===== src/rtl/clk_mon_pkg.sv =====
// Shared types and helpers for the divided-clock monitor.
package clk_mon_pkg;

  typedef enum logic [1:0] {
    IDLE    = 2'd0,
    MEASURE = 2'd1,
    LOCKED  = 2'd2
  } state_t;

  // True when value lies within exp_v +/- tol (unsigned, no wrap).
  function automatic logic in_tol(input int unsigned value, input int unsigned exp_v,
                                  input int unsigned tol);
    if (value >= exp_v) begin
      return (value - exp_v) <= tol;
    end
    return (exp_v - value) <= tol;
  endfunction

endpackage


===== src/rtl/clk_div_monitor_sync_edge.sv =====
// Two-flop synchroniser plus a delay flop; yields the synchronised level and a
// one-cycle rising-edge pulse.
module sync_edge (
  input  logic clk_in,
  input  logic reset,
  input  logic d_i,
  output logic level_o,
  output logic rise_o
);

  logic s1_q, s2_q, s3_q;
  logic s1_d, s2_d, s3_d;

  always_comb begin
    s1_d = d_i;
    s2_d = s1_q;
    s3_d = s2_q;
  end

  always_ff @(posedge clk_in) begin
    if (reset) begin
      s1_q <= 1'b0;
      s2_q <= 1'b0;
      s3_q <= 1'b0;
    end else begin
      s1_q <= s1_d;
      s2_q <= s2_d;
      s3_q <= s3_d;
    end
  end

  assign level_o = s2_q;
  assign rise_o  = s2_q & ~s3_q;

endmodule


===== src/rtl/clk_div_monitor.sv =====
// Measures period and high time of a divided clock in clk_in cycles and reports
// lock, sticky error and sticky timeout status.
module clk_div_monitor
  import clk_mon_pkg::*;
#(
  parameter int unsigned CNT_W      = 8,
  parameter int unsigned EXP_PERIOD = 16,
  parameter int unsigned EXP_HIGH   = 2,
  parameter int unsigned HIGH_TOL   = 1,
  parameter int unsigned LOCK_CNT   = 4
) (
  input  logic             clk_in,
  input  logic             reset,
  input  logic             div_in,
  output logic [CNT_W-1:0] period,
  output logic [CNT_W-1:0] high_time,
  output logic             meas_valid,
  output logic             locked,
  output logic             err,
  output logic             timeout
);

  localparam int unsigned GoodW = $clog2(LOCK_CNT + 1);
  localparam logic [CNT_W-1:0] CntMax = '1;

  logic s2, rise;

  sync_edge u_sync_edge (
    .clk_in  (clk_in),
    .reset   (reset),
    .d_i     (div_in),
    .level_o (s2),
    .rise_o  (rise)
  );

  state_t             state_q, state_d;
  logic [CNT_W-1:0]   per_cnt_q, per_cnt_d;
  logic [CNT_W-1:0]   hi_cnt_q, hi_cnt_d;
  logic [GoodW-1:0]   good_cnt_q, good_cnt_d;
  logic [CNT_W-1:0]   period_q, period_d;
  logic [CNT_W-1:0]   high_q, high_d;
  logic               mv_q, mv_d;
  logic               locked_q, locked_d;
  logic               err_q, err_d;
  logic               timeout_q, timeout_d;

  logic             good_meas;
  logic             saturated;
  logic [GoodW-1:0] good_inc;
  logic             lock_reached;

  always_comb begin
    good_meas    = (per_cnt_q == CNT_W'(EXP_PERIOD)) &&
                   in_tol(32'(hi_cnt_q), EXP_HIGH, HIGH_TOL);
    saturated    = (per_cnt_q == CntMax);
    good_inc     = good_cnt_q + GoodW'(1);
    lock_reached = (good_inc == GoodW'(LOCK_CNT));
  end

  // State register
  always_ff @(posedge clk_in) begin
    if (reset) begin
      state_q <= IDLE;
    end else begin
      state_q <= state_d;
    end
  end

  // Next-state logic; a rise in the saturation cycle takes priority over timeout.
  always_comb begin
    state_d = state_q;
    unique case (state_q)
      IDLE: begin
        if (rise) state_d = MEASURE;
      end
      MEASURE: begin
        if (rise) begin
          if (good_meas && lock_reached) state_d = LOCKED;
        end else if (saturated) begin
          state_d = IDLE;
        end
      end
      LOCKED: begin
        if (rise) begin
          if (!good_meas) state_d = MEASURE;
        end else if (saturated) begin
          state_d = IDLE;
        end
      end
      default: state_d = IDLE;
    endcase
  end

  // Counter and output-register next values
  always_comb begin
    per_cnt_d  = per_cnt_q;
    hi_cnt_d   = hi_cnt_q;
    good_cnt_d = good_cnt_q;
    period_d   = period_q;
    high_d     = high_q;
    mv_d       = 1'b0;
    locked_d   = locked_q;
    err_d      = err_q;
    timeout_d  = timeout_q;

    if (state_q == IDLE) begin
      if (rise) begin
        per_cnt_d = CNT_W'(1);
        hi_cnt_d  = CNT_W'(1);
      end
    end else if (rise) begin
      per_cnt_d = CNT_W'(1);
      hi_cnt_d  = CNT_W'(1);
      period_d  = per_cnt_q;
      high_d    = hi_cnt_q;
      mv_d      = 1'b1;
      if (good_meas) begin
        if (state_q == MEASURE) begin
          good_cnt_d = good_inc;
          if (lock_reached) locked_d = 1'b1;
        end
      end else begin
        good_cnt_d = '0;
        if (state_q == LOCKED) begin
          err_d    = 1'b1;
          locked_d = 1'b0;
        end
      end
    end else if (saturated) begin
      timeout_d  = 1'b1;
      err_d      = 1'b1;
      locked_d   = 1'b0;
      good_cnt_d = '0;
      per_cnt_d  = '0;
      hi_cnt_d   = '0;
    end else begin
      per_cnt_d = per_cnt_q + CNT_W'(1);
      hi_cnt_d  = hi_cnt_q + CNT_W'(s2);
    end
  end

  always_ff @(posedge clk_in) begin
    if (reset) begin
      per_cnt_q  <= '0;
      hi_cnt_q   <= '0;
      good_cnt_q <= '0;
      period_q   <= '0;
      high_q     <= '0;
      mv_q       <= 1'b0;
      locked_q   <= 1'b0;
      err_q      <= 1'b0;
      timeout_q  <= 1'b0;
    end else begin
      per_cnt_q  <= per_cnt_d;
      hi_cnt_q   <= hi_cnt_d;
      good_cnt_q <= good_cnt_d;
      period_q   <= period_d;
      high_q     <= high_d;
      mv_q       <= mv_d;
      locked_q   <= locked_d;
      err_q      <= err_d;
      timeout_q  <= timeout_d;
    end
  end

  assign period     = period_q;
  assign high_time  = high_q;
  assign meas_valid = mv_q;
  assign locked     = locked_q;
  assign err        = err_q;
  assign timeout    = timeout_q;

endmodule


===== config.mk =====
export PLATFORM = sky130hd
export DESIGN_NAME = clk_div_monitor
export DESIGN_NICKNAME = d
export VERILOG_FILES = /design/src/rtl/clk_mon_pkg.sv /design/src/rtl/clk_div_monitor_sync_edge.sv /design/src/rtl/clk_div_monitor.sv
export SDC_FILE = /design/constraint.sdc
export NUM_CORES = 1
export LEC_CHECK = 0
export BUFFER_PORTS_ARGS = -buffer_cell sky130_fd_sc_hd__buf_4
export CAP_MARGIN = 5
export CORE_MARGIN = 1
export CORE_UTILIZATION = 45
export DETAILED_ROUTE_END_ITERATION = 8
export PLACE_DENSITY = 0.76
export SETUP_SLACK_MARGIN = 0.15
export SYNTH_ARGS = -nofsm -noshare
export SYNTH_HDL_FRONTEND = slang
export SYNTH_HIERARCHICAL = 1
export SYNTH_SLANG_ARGS = --single-unit
export TNS_END_PERCENT = 30

===== constraint.sdc =====
create_clock -name clk_in -period 2.1 [get_ports clk_in]
set_input_delay 0.315 -clock clk_in [delete_from_list [all_inputs] [get_ports clk_in]]
set_output_delay 0.315 -clock clk_in [all_outputs]
set_load 0.05 [all_outputs]

Word level (Yosys, flattened, before mapping)
Cells that the tools add are included.
{"block": "totals", "word_cells": 81, "output_inout_bits": 20, "register_bits": 44}
{"block": "op_classes", "n_lt_le_gt_ge": 3, "bitwise": 4, "add_sub_neg": 5, "eq_ne": 13, "n_reduce_logical": 11, "n_mux": 32}
{"op": "32-bit by 1-bit <= comparator with 1-bit output (second input constant)", "n": 2}
{"op": "8-bit 2-to-1 mux", "n": 7}
{"op": "1-bit 2-to-1 mux", "n": 14}
{"op": "2-bit 2-to-1 mux", "n": 6}
{"op": "3-bit 2-to-1 mux", "n": 4}
{"op": "3-bit AND reduction", "n": 3}
{"op": "2-bit by 8-bit subtractor with 9-bit output (first input constant)", "n": 1}
{"op": "8-bit by 2-bit subtractor with 9-bit output (second input constant)", "n": 1}
{"op": "8-bit by 1-bit adder with 8-bit output", "n": 1}
{"op": "8-bit by 1-bit adder with 8-bit output (second input constant)", "n": 1}
{"op": "8-bit by 5-bit == test with 1-bit output (second input constant)", "n": 1}
{"op": "8-bit == test (second input constant)", "n": 1}
{"op": "8-bit by 2-bit >= comparator with 1-bit output (second input constant)", "n": 1}
{"op": "3-bit by 2-bit inequality test with 1-bit output (second input constant)", "n": 2}
{"op": "3-bit inequality test (second input constant)", "n": 2}
{"op": "2-bit case mux with 3 select lines", "n": 1}
{"op": "5-bit AND reduction", "n": 1}
{"op": "2-bit inequality test (second input constant)", "n": 2}
{"op": "4-bit AND reduction", "n": 1}
{"op": "3-bit by 1-bit adder with 3-bit output (second input constant)", "n": 1}
{"op": "3-bit == test (second input constant)", "n": 1}
{"op": "3-bit by 1-bit inequality test with 1-bit output (second input constant)", "n": 1}
{"op": "1-bit inverter", "n": 3}
{"op": "2-bit by 1-bit == test with 1-bit output (second input constant)", "n": 1}
{"op": "other kinds (8)", "n": 9}

Longest topological paths before layout
{"block": "depth", "depth_word": 9, "mapped_depth": 8, "depth_no_buf": 7}

By module
Netlist, hierarchy kept.
{"module": "clk_div_monitor", "seq_area_each_um2": 820.8, "area_per_inst_um2": 1945.6, "cells_per_inst": 246, "instances": 1}
{"module": "sync_edge", "seq_area_each_um2": 60.1, "area_per_inst_um2": 87.6, "cells_per_inst": 7, "instances": 1}

Worst setup path before layout
No wires, ideal clock.
{"block": "synth_path", "kind": "register to register", "start": "reg hi_cnt_q[1]", "end": "reg state_q[0]", "path_buffers": 0, "path_stages_with_launch": 8, "setup_time_ns": 0.086, "path_slack_ns": 0.362, "t_arrival_ns": 1.652, "cell_sequence": "dfxtp_1 inv_1 ha_1 xor2_1 o22ai_2 and2_4 a311o_2 a211oi_1"}
{"block": "synth_between", "elab_chain_cells": 8}
{"item": "start: declaration", "line_no": "clk_div_monitor.sv:38", "source": "logic [CNT_W-1:0] hi_cnt_q, hi_cnt_d;"}
{"item": "start signal: assignment", "line_no": "clk_div_monitor.sv:155", "source": "hi_cnt_q <= hi_cnt_d;"}
{"item": "8-bit by 2-bit subtractor with 9-bit output", "line_no": "clk_mon_pkg.sv:14", "source": "return (value - exp_v) <= tol;"}
{"item": "32-bit by 1-bit <= comparator with 1-bit output", "line_no": "clk_mon_pkg.sv:14"}
{"item": "1-bit 2-to-1 mux", "line_no": "clk_mon_pkg.sv:13", "source": "if (value >= exp_v) begin"}
{"item": "1-bit 2-to-1 mux *", "line_no": "clk_mon_pkg.sv:16", "source": "return (exp_v - value) <= tol;"}
{"item": "1-bit logical AND *", "line_no": "clk_div_monitor.sv:53", "source": "good_meas = (per_cnt_q == CNT_W'(EXP_PERIOD)) &&"}
{"item": "1-bit logical AND", "line_no": "clk_div_monitor.sv:78", "source": "if (good_meas && lock_reached) state_d = LOCKED;"}
{"item": "3-bit inequality test (no line)"}
{"item": "3-bit AND reduction (no line) *"}
{"item": "end signal: assignment", "line_no": "clk_div_monitor.sv:65", "source": "state_q <= state_d;"}
{"item": "end: declaration", "line_no": "clk_div_monitor.sv:36", "source": "state_t state_q, state_d;"}
Every way passes the cells marked *; elsewhere a longest branch is shown, timed or not. The select of a mux whose other input is x is not followed.
A chain may end at the register's enable or synchronous reset.

Worst setup path after layout
Same ends and word-level chain as after synthesis.

==> flow_metrics.py <==
metrics = {
    "status": {
        "status": "complete, no violations",
    },
    "timing": {
        "fin_crit_ps": 1845,
        "slew_headroom_pct": 54.89,
        "finalSetupViolCount": 0,
        "drv_slew": 0,
        "finalClockSkew_ps": 4.480,
        "hold_viol_final": 0,
        "timing.final.crit_share_pct": 87.84,
        "clock.fmax_mhz": 542.1,
        "tns_ps": 0,
        "rsz0062_at_grt": "true",
        "holdWs_ps": 226.8,
        "worst_slew_pin_slew_ps": 674.1,
    },
    "pwr": {
        "leakagePower_nw": 0.9020,
        "powerDensity_nw_per_um2": 718.0,
        "max-vdd-ir-drop_mv": 0.3119,
        "p_sw_uw": 360.9,
        "power.share.switching_pct": 21.09,
        "p_clk_share_pct": 43.3,
        "p_int_mw": 1.350,
        "combPwrFrac_pct": 6.6,
        "seqPwrFrac_pct": 50.1,
    },
    "clock_tree": {
        "cts-root-buf": "clkbuf_8",
        "cts.clk_slew.worst_paths_ps": 80,
        "worstSkewPairLatency_ps": 290,
        "cts_tree": "yes",
        "clock-sinks": 44,
        "cts_made_buffers": 5,
        "cts_hold_repair.buffers": 0,
        "clk_path_buf_depth": 2,
        "cts_htree_levels": 2,
    },
    "min_path": {
        "hp-class": "in2reg",
        "holdPathEnd": "u_sync_edge/s1_q$_SDFF_PP0_",
        "worstHoldStart": "div_in",
        "holdPathStages": 2,
    },
    "final_layout": {
        "fin_area_um2": 2384,
        "nFillCells": 402,
        "fin_nets": 286,
        "syn_to_final_growth_pct": 17.23,
        "final_util_pct": 54.74,
        "drive_gt1_share_pct": 16.42,
        "antenna_cells": 0,
    },
    "placed_design": {
        "hpwl_mm": 3.024,
        "gp_congestion": 0.8434,
        "place_area_um2": 2247,
        "io_buffers": 22,
    },
    "global_route": {
        "grt_pass1_vias": 1624,
        "globalRoute.totalOverflow": 0,
        "antenna_found_initial": 0,
        "grt_use_total_pct": 19.00,
        "grt_pass1_wl_mm": 7.431,
        "grt_max_degree": 19,
    },
    "setup_path": {
        "r2r_start": "hi_cnt_q[1]$_SDFFE_PP0P_",
        "slowest_stage": "dfxtp_4",
        "path_cells": "inv_1 -> ha_1 -> xor2_1 -> o22ai_2 -> and2_4 -> a311o_2 -> a211oi_1",
        "path_class": "reg2reg",
        "cp.required_ps": 2310,
        "r2r_slack_ps": 260,
        "crit-reg2reg-capture": "state_q[0]$_SDFFE_PP0P_",
        "crit_arrival_ps": 2050,
        "endpoint_kind": "flip-flop",
        "worstSetupStartpointType": "flip-flop",
        "crit_fanout": 7,
        "cp_top_family": "compound AO/OA/AOI/OAI gates",
        "cpPeakStageDelay_ps": 380,
        "reg2reg_depth": 7,
        "crit_buf_inv": 1,
    },
    "floorplanning": {
        "die_y_um": 69.22,
        "core_um2": 4354,
        "start_util_pct": 46.70,
        "die_w_um": 69.22,
        "dieArea_um2": 4791,
        "io_pins": 23,
        "num_rows": 24,
    },
    "synth": {
        "ys_seq_area_share_pct": 43.32,
        "synthCells": 253,
        "ys.flop_type": "dfxtp_1",
        "synth_area_um2": 2033,
        "synth-edff-count": 0,
        "postSynthAreaPerCell_um2": 8.036,
        "yosys_warnings": 6,
        "synth-seq-cells": 44,
        "synth_nets": 265,
        "yosysUniqueCellTypes": 41,
        "ys_async_sr_fraction_pct": 0,
    },
    "routing": {
        "drt-pass1-iter-count": 4,
        "routed-via-count": 1760,
        "ant_nets": 0,
        "drt-wirelength-per-cell_um": 12.88,
        "drt-total-wl_mm": 4.199,
        "drtIter0Drc": 176,
        "drc_errors": 0,
        "vias_per_cell": 5.399,
    },
    "job": {
        "maxCapViolCount": 0,
    },
}
-- worst reg2reg max path: cells and delay by family, from the launching register on --
family | cells | cell delay (ps)
AO/OA/AOI/OAI | 3 | 720
flip-flops | 1 | 380
adder cells (fa/ha/maj) | 1 | 220
XOR/XNOR | 1 | 190
AND/OR/NAND/NOR | 1 | 170
buffers and inverters | 1 | 70
-- stage by stage --
step / std cells / power [mW] / setup slack (ps)
2_1_floorplan: 253 / 0.9577 / 362.4
3_3_place_gp: 319 / 0.9856 / 300.2
3_5_place_dp: 319 / 0.9889 / 160.1
4_1_cts: 326 / 1.727 / 159.5
5_1_grt: 326 / 1.778 / 57.24
6_report: 326 / 1.711 / 255.4
-- cell type report --
cell class	instances	area [um2]	share of cell area, %
clock buffers	5	68.82	2.887
clock inverters	2	60.06	2.520
inverters	8	30.03	1.260
multi-input cells	187	1064	44.62
flip-flops and latches	44	885.9	37.17
well taps	52	65.06	2.730
repair buffers	28	210.2	8.819
-- cell usage in the layout, fill, tap and decap left out, types with 3 or more instances in the layout --
| master | count |
|---|---|
| inv_1 | 8 |
| nor4_1 | 3 |
| nand2_1 | 54 |
| nor2_1 | 26 |
| nor2b_1 | 5 |
| mux2i_1 | 3 |
| o21ai_0 | 12 |
| buf_4 | 28 |
| a31oi_1 | 5 |
| a21oi_1 | 24 |
| ha_1 | 9 |
| dfxtp_1 | 42 |
| a211oi_1 | 3 |
| clkbuf_8 | 5 |
| nand3_1 | 6 |
-- what timing repair did --
item                       CTS  global route
setup buffers                0             0
pin swaps                    0             0
gates cloned                 0             0
gates resized for setup      1             3
setup endpoints to repair    1             8
-- per-layer routing --
| metal | global-route usage [%] | part of all wire [%] |
|---|---|---|
| met2 | 31.07 | 48 |
| met5 | 0 | 0 |
| met1 | 24.70 | 46 |
| met4 | 5.442 | 0.60 |
| met3 | 4.942 | 5.1 |
-- synth_stat cells, drive strengths merged (2+ instances only) --
master,count,area [um2]
a211oi,3,22.52
a21oi,24,120.1
a22oi,2,15.01
a31oi,5,31.28
and2,2,15.02
and4,2,17.52
buf,7,35.03
clkbuf,7,26.28
dfxtp,44,880.8
ha,9,112.6
inv,8,30.03
mux2i,3,30.03
nand2,54,202.7
nand3,6,30.03
nand3b,2,15.01
nand4,2,12.51
nor2,27,101.4
nor2b,6,40.04
nor3,2,10.01
nor4,3,18.77
nor4b,2,17.52
o211ai,2,15.01
o21ai,12,60.06
or2,3,18.77
xnor2,2,17.52
xor2,2,17.52
-- registers in the layout, indices dropped and copies added, names as in the netlist --
signal and count:
err 1, good_cnt_q 3, hi_cnt_q 8, high_time 8, locked 1, meas_valid 1
per_cnt_q 8, period 8, state_q 2, timeout 1, u_sync_edge/level_o 1, u_sync_edge/s1_q 1
u_sync_edge/s3_q 1
-- logic make-up (layout without fill, tap and decap cells) --
group	Yosys count	after routing	synth area share [%]
xor gates and xnor gates	4	4	1.723
and+or+nand+nor	114	114	25.66
buffers and inverters	22	43	4.492
muxes	3	3	1.477
DFF	44	44	43.32
AOI/OAI and AO/OA	57	57	17.78
adders and majority gates	9	9	5.539
-- power by group through the flow --
stage | combinational [mW] | clock, mW | sequential (mW)
2_1_floorplan | 0.0849 | 0 | 0.873
4_1_cts | 0.112 | 0.756 | 0.859
3_5_place_dp | 0.111 | 0 | 0.878
6_report | 0.113 | 0.742 | 0.857
5_1_grt | 0.127 | 0.791 | 0.860
3_3_place_gp | 0.108 | 0 | 0.877
-- how the worst max path moves through the flow --
stage	cells after the start	end	slack [ps]	from
detailed placement	7	state_q[0]$_SDFFE_PP0P_	160	hi_cnt_q[1]$_SDFFE_PP0P_
CTS	7	state_q[0]$_SDFFE_PP0P_	160	hi_cnt_q[2]$_SDFFE_PP0P_
floorplan	7	state_q[0]$_SDFFE_PP0P_	360	hi_cnt_q[1]$_SDFFE_PP0P_
global placement	7	state_q[0]$_SDFFE_PP0P_	300	hi_cnt_q[1]$_SDFFE_PP0P_
global route	7	per_cnt_q[0]$_SDFFE_PP0P_	60	per_cnt_q[0]$_SDFFE_PP0P_
finish	7	state_q[0]$_SDFFE_PP0P_	260	hi_cnt_q[1]$_SDFFE_PP0P_
No activity file was read; power rests on OpenSTA's default activity.
